$ cat src/rtl/multicycle_arith_unit.sv
// Multicycle arithmetic unit: GCD, shift-add MUL, restoring DIV/MOD, LFSR RAND.
// One shared three-register datapath iterated by an IDLE/RUN/DONE controller.
module multicycle_arith_unit #(
  parameter int          WIDTH     = 8,
  parameter int unsigned LFSR_SEED = 1
) (
  input  logic             clock,
  input  logic             reset,
  input  logic             run,
  input  logic             start,
  input  logic [3:0]       opcode,
  input  logic [WIDTH-1:0] operand_a,
  input  logic [WIDTH-1:0] operand_b,
  output logic             busy,
  output logic             done,
  output logic [WIDTH-1:0] result,
  output logic [WIDTH-1:0] remainder,
  output logic [2:0]       flags
);

  localparam int CW = $clog2(WIDTH);
  localparam logic [WIDTH-1:0] SEED = WIDTH'(LFSR_SEED);

  function automatic logic [WIDTH-1:0] tap_mask();
    logic [31:0] m;
    case (WIDTH)
      4:       m = 32'h9;
      5:       m = 32'h12;
      6:       m = 32'h21;
      7:       m = 32'h41;
      8:       m = 32'hB8;
      9:       m = 32'h108;
      10:      m = 32'h204;
      11:      m = 32'h402;
      12:      m = 32'h829;
      13:      m = 32'h100D;
      14:      m = 32'h2015;
      15:      m = 32'h4001;
      16:      m = 32'h8016;
      17:      m = 32'h10004;
      18:      m = 32'h20013;
      19:      m = 32'h40013;
      20:      m = 32'h80004;
      21:      m = 32'h100002;
      22:      m = 32'h200001;
      23:      m = 32'h400010;
      24:      m = 32'h80000D;
      25:      m = 32'h1000004;
      26:      m = 32'h2000023;
      27:      m = 32'h4000013;
      28:      m = 32'h8000004;
      29:      m = 32'h10000002;
      30:      m = 32'h20000029;
      31:      m = 32'h40000004;
      default: m = 32'h80000057;
    endcase
    return m[WIDTH-1:0];
  endfunction

  localparam logic [WIDTH-1:0] TAPS = tap_mask();

  typedef enum logic [1:0] {S_IDLE, S_RUN, S_DONE} state_t;
  typedef enum logic [2:0] {
    K_ILL, K_GCD, K_MUL, K_DIV, K_MOD, K_RAND
  } kind_t;

  state_t           state_q, state_d;
  kind_t            kind_q, kind_d;
  logic             fin_q, fin_d;
  logic [CW-1:0]    cnt_q, cnt_d;
  logic [WIDTH-1:0] x_q, x_d;
  logic [WIDTH-1:0] hi_q, hi_d;
  logic [WIDTH-1:0] lo_q, lo_d;
  logic [WIDTH-1:0] lfsr_q, lfsr_d;
  logic [WIDTH-1:0] result_q, result_d;
  logic [WIDTH-1:0] rem_q, rem_d;
  logic [2:0]       flags_q, flags_d;
  logic             busy_q, busy_d;
  logic             done_q, done_d;

  logic [WIDTH:0]   mul_sum;
  logic [WIDTH:0]   div_sh;
  logic [WIDTH-1:0] div_diff;
  logic             div_ge;
  logic             gcd_stop;
  logic             quick;
  logic [WIDTH-1:0] f_res;
  logic [WIDTH-1:0] f_rem;
  logic             f_err;
  logic             f_ovf;

  always_comb begin
    mul_sum  = {1'b0, hi_q} + (lo_q[0] ? {1'b0, x_q} : '0);
    div_sh   = {hi_q, lo_q[WIDTH-1]};
    div_ge   = div_sh >= {1'b0, x_q};
    div_diff = div_sh[WIDTH-1:0] - x_q;
    gcd_stop = (hi_q == lo_q) || (hi_q == '0) || (lo_q == '0);
    quick    = (kind_q == K_ILL) ||
               ((kind_q inside {K_DIV, K_MOD, K_RAND}) && x_q == '0);
  end

  // Final values read straight off the datapath once iteration ends
  always_comb begin
    f_res = '0;
    f_rem = '0;
    f_err = 1'b0;
    f_ovf = 1'b0;
    case (kind_q)
      K_GCD:  f_res = (hi_q == '0) ? lo_q : hi_q;
      K_MUL: begin
        f_res = lo_q;
        f_ovf = |hi_q;
      end
      K_DIV: begin
        f_err = (x_q == '0);
        f_res = f_err ? '1 : lo_q;
        f_rem = f_err ? lo_q : hi_q;
      end
      K_MOD: begin
        f_err = (x_q == '0);
        f_res = f_err ? lo_q : hi_q;
        f_rem = f_err ? lo_q : hi_q;
      end
      K_RAND: f_res = (x_q == '0) ? lo_q : hi_q;
      default: f_err = 1'b1;
    endcase
  end

  always_comb begin
    state_d  = state_q;
    kind_d   = kind_q;
    fin_d    = fin_q;
    cnt_d    = cnt_q;
    x_d      = x_q;
    hi_d     = hi_q;
    lo_d     = lo_q;
    lfsr_d   = lfsr_q;
    result_d = result_q;
    rem_d    = rem_q;
    flags_d  = flags_q;
    busy_d   = busy_q;
    done_d   = done_q;
    if (run) begin
      lfsr_d = {1'b0, lfsr_q[WIDTH-1:1]} ^ (lfsr_q[0] ? TAPS : '0);
      case (state_q)
        S_IDLE: begin
          if (start) begin
            state_d = S_RUN;
            busy_d  = 1'b1;
            fin_d   = 1'b0;
            cnt_d   = '0;
            hi_d    = '0;
            x_d     = operand_b;
            lo_d    = operand_a;
            case (opcode)
              4'b0001: begin
                kind_d = K_GCD;
                hi_d   = operand_a;
                lo_d   = operand_b;
                x_d    = '0;
              end
              4'b0010: begin
                kind_d = K_MUL;
                x_d    = operand_a;
                lo_d   = operand_b;
              end
              4'b0011: kind_d = K_DIV;
              4'b0100: kind_d = K_MOD;
              4'b0101: begin
                kind_d = K_RAND;
                lo_d   = lfsr_q;
              end
              default: begin
                kind_d = K_ILL;
                x_d    = '0;
                lo_d   = '0;
              end
            endcase
          end
        end
        S_RUN: begin
          if (fin_q) begin
            state_d  = S_DONE;
            done_d   = 1'b1;
            result_d = f_res;
            rem_d    = f_rem;
            flags_d  = {f_err, f_ovf, f_res == '0};
          end else if (quick) begin
            fin_d = 1'b1;
          end else begin
            case (kind_q)
              K_GCD: begin
                if (gcd_stop) fin_d = 1'b1;
                else if (hi_q > lo_q) hi_d = hi_q - lo_q;
                else lo_d = lo_q - hi_q;
              end
              K_MUL: begin
                hi_d  = mul_sum[WIDTH:1];
                lo_d  = {mul_sum[0], lo_q[WIDTH-1:1]};
                cnt_d = cnt_q + CW'(1);
                fin_d = (cnt_q == CW'(WIDTH - 1));
              end
              default: begin
                hi_d  = div_ge ? div_diff : div_sh[WIDTH-1:0];
                lo_d  = {lo_q[WIDTH-2:0], div_ge};
                cnt_d = cnt_q + CW'(1);
                fin_d = (cnt_q == CW'(WIDTH - 1));
              end
            endcase
          end
        end
        default: begin
          state_d = S_IDLE;
          done_d  = 1'b0;
          busy_d  = 1'b0;
        end
      endcase
    end
  end

  always_ff @(posedge clock or posedge reset) begin
    if (reset) begin
      state_q  <= S_IDLE;
      kind_q   <= K_ILL;
      fin_q    <= 1'b0;
      cnt_q    <= '0;
      x_q      <= '0;
      hi_q     <= '0;
      lo_q     <= '0;
      lfsr_q   <= SEED;
      result_q <= '0;
      rem_q    <= '0;
      flags_q  <= '0;
      busy_q   <= 1'b0;
      done_q   <= 1'b0;
    end else begin
      state_q  <= state_d;
      kind_q   <= kind_d;
      fin_q    <= fin_d;
      cnt_q    <= cnt_d;
      x_q      <= x_d;
      hi_q     <= hi_d;
      lo_q     <= lo_d;
      lfsr_q   <= lfsr_d;
      result_q <= result_d;
      rem_q    <= rem_d;
      flags_q  <= flags_d;
      busy_q   <= busy_d;
      done_q   <= done_d;
    end
  end

  assign busy      = busy_q;
  assign done      = done_q;
  assign result    = result_q;
  assign remainder = rem_q;
  assign flags     = flags_q;

endmodule

$ cat config.mk
export PLATFORM = sky130hd
export DESIGN_NAME = multicycle_arith_unit
export DESIGN_NICKNAME = d
export VERILOG_FILES = /design/src/rtl/multicycle_arith_unit.sv
export SDC_FILE = /design/constraint.sdc
export NUM_CORES = 1
export LEC_CHECK = 0
export ABC_AREA = 1
export ABC_CLOCK_PERIOD_IN_PS = 4700
export CORE_ASPECT_RATIO = 0.5
export CORE_MARGIN = 8
export CORE_UTILIZATION = 55
export DETAILED_ROUTE_END_ITERATION = 7
export DONT_BUFFER_PORTS = 1
export GPL_TIMING_DRIVEN = 0
export PLACE_DENSITY = 0.7
export SYNTH_ARGS = -nofsm -noshare
export SYNTH_HDL_FRONTEND = slang
export SYNTH_SLANG_ARGS = --single-unit
$ cat constraint.sdc
create_clock -name clock -period 4.7 [get_ports clock]
set_input_delay 1.175 -clock clock [delete_from_list [all_inputs] [get_ports clock]]
set_output_delay 1.175 -clock clock [all_outputs]
set_load 0.03 [all_outputs]
=== Yosys cells after proc, flatten, opt, wreduce, memory -nomap -nowiden ===
Index checks and enable logic that the tools add are counted.

* Output and inout port bits: 21
* Word-level logic and storage cells: 118
* Register bits after elaboration: 62
* Bits of input ports: 24

* Order comparisons: 2
* Add/sub/neg operators: 5
* Equal/unequal tests: 21
* Mux-type cells: 46
* Bitwise operators: 3
* Reductions and logical operators: 28

{| class="wikitable"
|+ Operators by type and width
! operator !! count
|-
| 8-bit two-way mux || 18
|-
| 8-bit case mux with 2 select lines || 5
|-
| 8-bit logical NOT || 4
|-
| 8-bit case mux with 4 select lines || 1
|-
| 8-bit case mux with 3 select lines || 1
|-
| 8-bit subtractor || 3
|-
| 3-bit AND reduction || 6
|-
| 3-bit case mux with 5 select lines || 1
|-
| 7-bit AND reduction || 2
|-
| 3-bit two-way mux || 4
|-
| 2-bit != test (second input constant) || 5
|-
| 8-bit by 8-bit adder with 9-bit output || 1
|-
| 3-bit == test (second input constant) || 3
|-
| 9-bit by 8-bit >= comparator with 1-bit output || 1
|-
| 3-bit != test (second input constant) || 3
|-
| 4-bit by 2-bit == test with 1-bit output (second input constant) || 2
|-
| 4-bit by 3-bit == test with 1-bit output (second input constant) || 2
|-
| 8-bit == test || 1
|-
| 8-bit greater-than comparator || 1
|-
| 1-bit two-way mux || 8
|-
| 1-bit case mux with 2 select lines || 4
|-
| 2-bit OR reduction || 4
|-
| 8-bit OR reduction || 1
|-
| 7-bit by 8-bit bitwise XOR with 8-bit output || 1
|-
| 17 further kinds || 23
|}

=== Logic depth before layout (Yosys ltp) ===
* Depth after elaboration: 8
* Depth in mapped cells: 16
* Mapped depth without buffers: 15

=== Worst setup path after synthesis ===
Ideal clock, no wire load.

* Kind: input port to flip-flop
* Start: input port run
* End: register lo_q[2]
* Data required time: 4.577 ns
* Stages on the path: 10
* Slack: 2.380 ns
* Arrival: 2.197 ns
* Library setup time: 0.123 ns
* Buffers on the path: 1
* Path through: buf_2 -> inv_1 -> nor2_1 -> nand4_1 -> nand2_2 -> nand2_2 -> nor2_8 -> inv_4 -> nand2_1 -> o21ai_2

* Cells in the longest elaborated chain, start to end: 1

{| class="wikitable"
|+ Ends and longest elaborated chain
! item !! RTL line !! RTL
|-
| from (decl) || 9 || <nowiki>input logic run,</nowiki>
|-
| 7-bit AND reduction (no source line) || - ||
|-
| to (signal assigned) || 243 || <nowiki>lo_q <= lo_d;</nowiki>
|-
| to (decl) || 73 || <nowiki>logic [WIDTH-1:0] lo_q, lo_d;</nowiki>
|}

No other way between the ends.
A chain may end at the register's enable or synchronous reset.

=== Worst setup path in the final report ===
* Start: register hi_q[2]
* End: register hi_q[3]

* Cells in the longest elaborated chain, start to end: 7
* Elaborated cells on any way between the ends: 19
* Classes of those cells: add/sub (3); order compare (2); eq/ne (3); mux (7); reduce/logical (4)

{| class="wikitable"
|+ Ends and longest elaborated chain
! item !! RTL line !! RTL
|-
| from (decl) || 72 || <nowiki>logic [WIDTH-1:0] hi_q, hi_d;</nowiki>
|-
| from (signal assigned) || 242 || <nowiki>hi_q <= hi_d;</nowiki>
|-
| 8-bit subtractor || 194 || <nowiki>else if (hi_q > lo_q) hi_d = hi_q - lo_q;</nowiki>
|-
| 8-bit two-way mux || 194 ||
|-
| 8-bit two-way mux || 193 || <nowiki>if (gcd_stop) fin_d = 1'b1;</nowiki>
|-
| 8-bit case mux with 2 select lines || 191 || <nowiki>case (kind_q)</nowiki>
|-
| 8-bit two-way mux || 188 || <nowiki>end else if (quick) begin</nowiki>
|-
| 8-bit two-way mux || 182 || <nowiki>if (fin_q) begin</nowiki>
|-
| 8-bit case mux with 2 select lines || 145 || <nowiki>case (state_q)</nowiki>
|}

Parallel ways exist; a longest one is shown, timed or not. The select of a mux whose other input is x is not followed.

==> metrics.cfg <==
[critical_path]
max_stage_delay_ns = 0.56
crit_end = hi_q[3]
setup.worst_path.end_class = register
cp.depth = 12
critPathTopFamily = simple AND/OR/NAND/NOR gates
start_kind = register
crit_chain = inv_1 -> ha_1 -> buf_2 -> a21oi_1 -> o21ai_0 -> or2_2 -> nand3_1 -> nand2_1 -> a21oi_1 -> nand2_1 -> nand2_1 -> nand2_1
ff2ff_path_depth = 12
cp_max_fo = 7
r2r_end = hi_q[3]
path_class = reg -> reg
crit_buf_inv = 2
required_ns = 4.93
r2r_setup_slack_ns = 1.98
cpMostUsedCell = nand2_1
critPathLaunch = hi_q[2]
r2r-start = hi_q[2]
crit_arrival_ns = 2.95
slowest_stage = dfrtp_1

[route]
avgViaCountPerCell = 5.58
ant_nets = 0
post_drt_wl_per_cell_um = 18.0
vias = 5484
routed_wl_mm = 17.6
drt_iter0_drc = 655
drc_errors = 0
drt_pass1_iterations = 6

[cells_and_area]
area_growth_pct = 9.05
nNetsFinal = 903
drive_gt1_frac = 0.0744
diodes = 0

[yosys]
ys_warn_count = 0
synth_cells = 830
ys_seq_area_frac = 0.291
netlist.area_leader.share = 0.286
synth_top_area_cell = dfrtp_1
synth-async-reset-ratio = 1.00
yosysUniqueCellTypes = 46
syn_area_um2 = 5340
synth-edff-count = 0
synth_commonest_cells = nand2_1, inv_1, nor2_1
ys.flop_type = dfrtp_1
postSynthAreaPerCell_um2 = 6.43
synth_seq_cells = 62
synth_nets = 891
synthMostInstantiatedCell = nand2_1
ys_top_cells_by_area = dfrtp_1, nand2_1, ha_1

[clock_network]
ctsResizeCount = 0
cts_max_level = 3
hold_buffers = 0
cts_setup_buffers = 0
cts_sinks = 62
path_clk_slew_ns = 0.06
cts_tree = done
cts_made_buffers = 9
cts-root-buf = clkbuf_16
cts_buffer_depth = 2
clk-insertion-delay-late_ns = 0.35

[floorplan]
start_util = 0.565
num_rows = 25
dieHeight_um = 85.6
die-area_um2 = 13300
die_w_um = 155
core-area_um2 = 9450
boundaryPins = 45

[timing]
finalCritPeriodShare = 0.578
final-hold-violation-count = 0
tns_ns = 0
min_period_ns = 2.72
timing.fmax_mhz = 368
worst_pin_slew_ns = 0.776
setup_violations = 0
slew_headroom = 0.482
clock_skew_ns = 0.0101
rsz0062_at_grt = false
drv_slew = 0

[placement]
hpwl_mm = 13.7
io_buffers = 0
gp_congestion = 0.961

[global_route]
track_usage = 0.270
grt_pass1_wl_mm = 27.6
grt_pass1_vias = 5095
grt-ovfl-total = 0
grt_max_degree = 35
antenna_found_initial = 0

[worst_hold_path]
hp-class = reg -> reg

[job]
cap_violations = 0

[status]
outcome = finished clean

[worst min path at each step]
stage	start	depth (start not counted)	endpoint
floorplan	cnt_q[1]	2	cnt_q[1]
global placement	cnt_q[2]	2	cnt_q[2]
detailed placement	cnt_q[1]	2	cnt_q[1]
CTS	cnt_q[1]	2	cnt_q[1]
global route	lfsr_q[7]	2	lfsr_q[7]
finish	cnt_q[1]	2	cnt_q[1]
[metrics by stage]
| step | setup slack, ns | util | hold WS [ns] | std cells | area, µm² |
|---|---|---|---|---|---|
| 5_1_grt | 1.83 | 0.616 | 0.539 | 982 | 5820 |
| 3_5_place_dp | 1.87 | 0.585 | 0.502 | 966 | 5520 |
| 3_3_place_gp | 1.22 | 0.583 | 0.499 | 965 | 5500 |
| 6_report | 1.98 | 0.616 | 0.515 | 982 | 5820 |
| 4_1_cts | 2.08 | 0.616 | 0.520 | 982 | 5820 |
| 2_1_floorplan | 1.99 | - | 0.474 | 830 | 5340 |
[cells in the final DEF, fill, tap and decap left out, types with 2 or more instances in the layout]
cell type,n
o211ai_1,7
nand2_1,288
inv_2,9
clkbuf_16,9
nand2_2,8
a21oi_1,34
nand3_1,49
a22oi_1,2
o21ai_2,2
nor2_1,75
clkinvlp_4,2
dfrtp_1,61
nor2_4,3
xor2_1,5
xnor2_1,5
ha_1,33
clkbuf_8,2
nor2_2,4
o21a_1,3
a31oi_1,3
inv_6,2
o31ai_1,2
clkbuf_1,6
o21ai_1,20
nand4_1,5
fa_1,4
buf_2,8
inv_1,99
o221ai_1,3
o22ai_1,3
a211oi_1,2
a32oi_1,2
o21ai_0,63
nor3_1,3
or2_2,3
nand3b_1,2
[worst min-delay path, stage by stage (launching register included)]
cell and delay (ns):
dfrtp_1 0.34, o21ai_0 0.08, nand2_1 0.06
[sequential cells by signal (all words and copies together), names as in the netlist]
signal,count
fin_q,1
hi_q,8
cnt_q,3
state_q,2
x_q,8
flags,3
busy,1
result,8
kind_q,3
remainder,8
done,1
lo_q,8
lfsr_q,8
[logic make-up after synthesis]
kind of cell	count (synthesis)	share of synthesized area
simple gates	444	0.348
compound gates	151	0.160
buf+inv	126	0.0924
flops	62	0.291
fa+ha+maj	37	0.0924
xor+xnor	10	0.0164
[metal layers]
layer	GRT usage	share of wire
met5	0	0
met4	0.0682	0.016
met3	0.0923	0.14
met2	0.376	0.39
met1	0.387	0.46
[layout make-up]
cell class | instances | area (µm²)
Fill cell | 944 | 3630
Multi-Input combinational cell | 642 | 3290
Sequential cell | 62 | 1550
Inverter | 110 | 415
Clock buffer | 11 | 253
Tap cell | 135 | 169
Buffer | 16 | 77.6
Clock inverter | 5 | 41.3
Timing Repair Buffer | 1 | 20.0
Power is left out: the tool's default activity adds up to more than one toggle a clock period on the data nets, which glitch-free logic cannot reach.
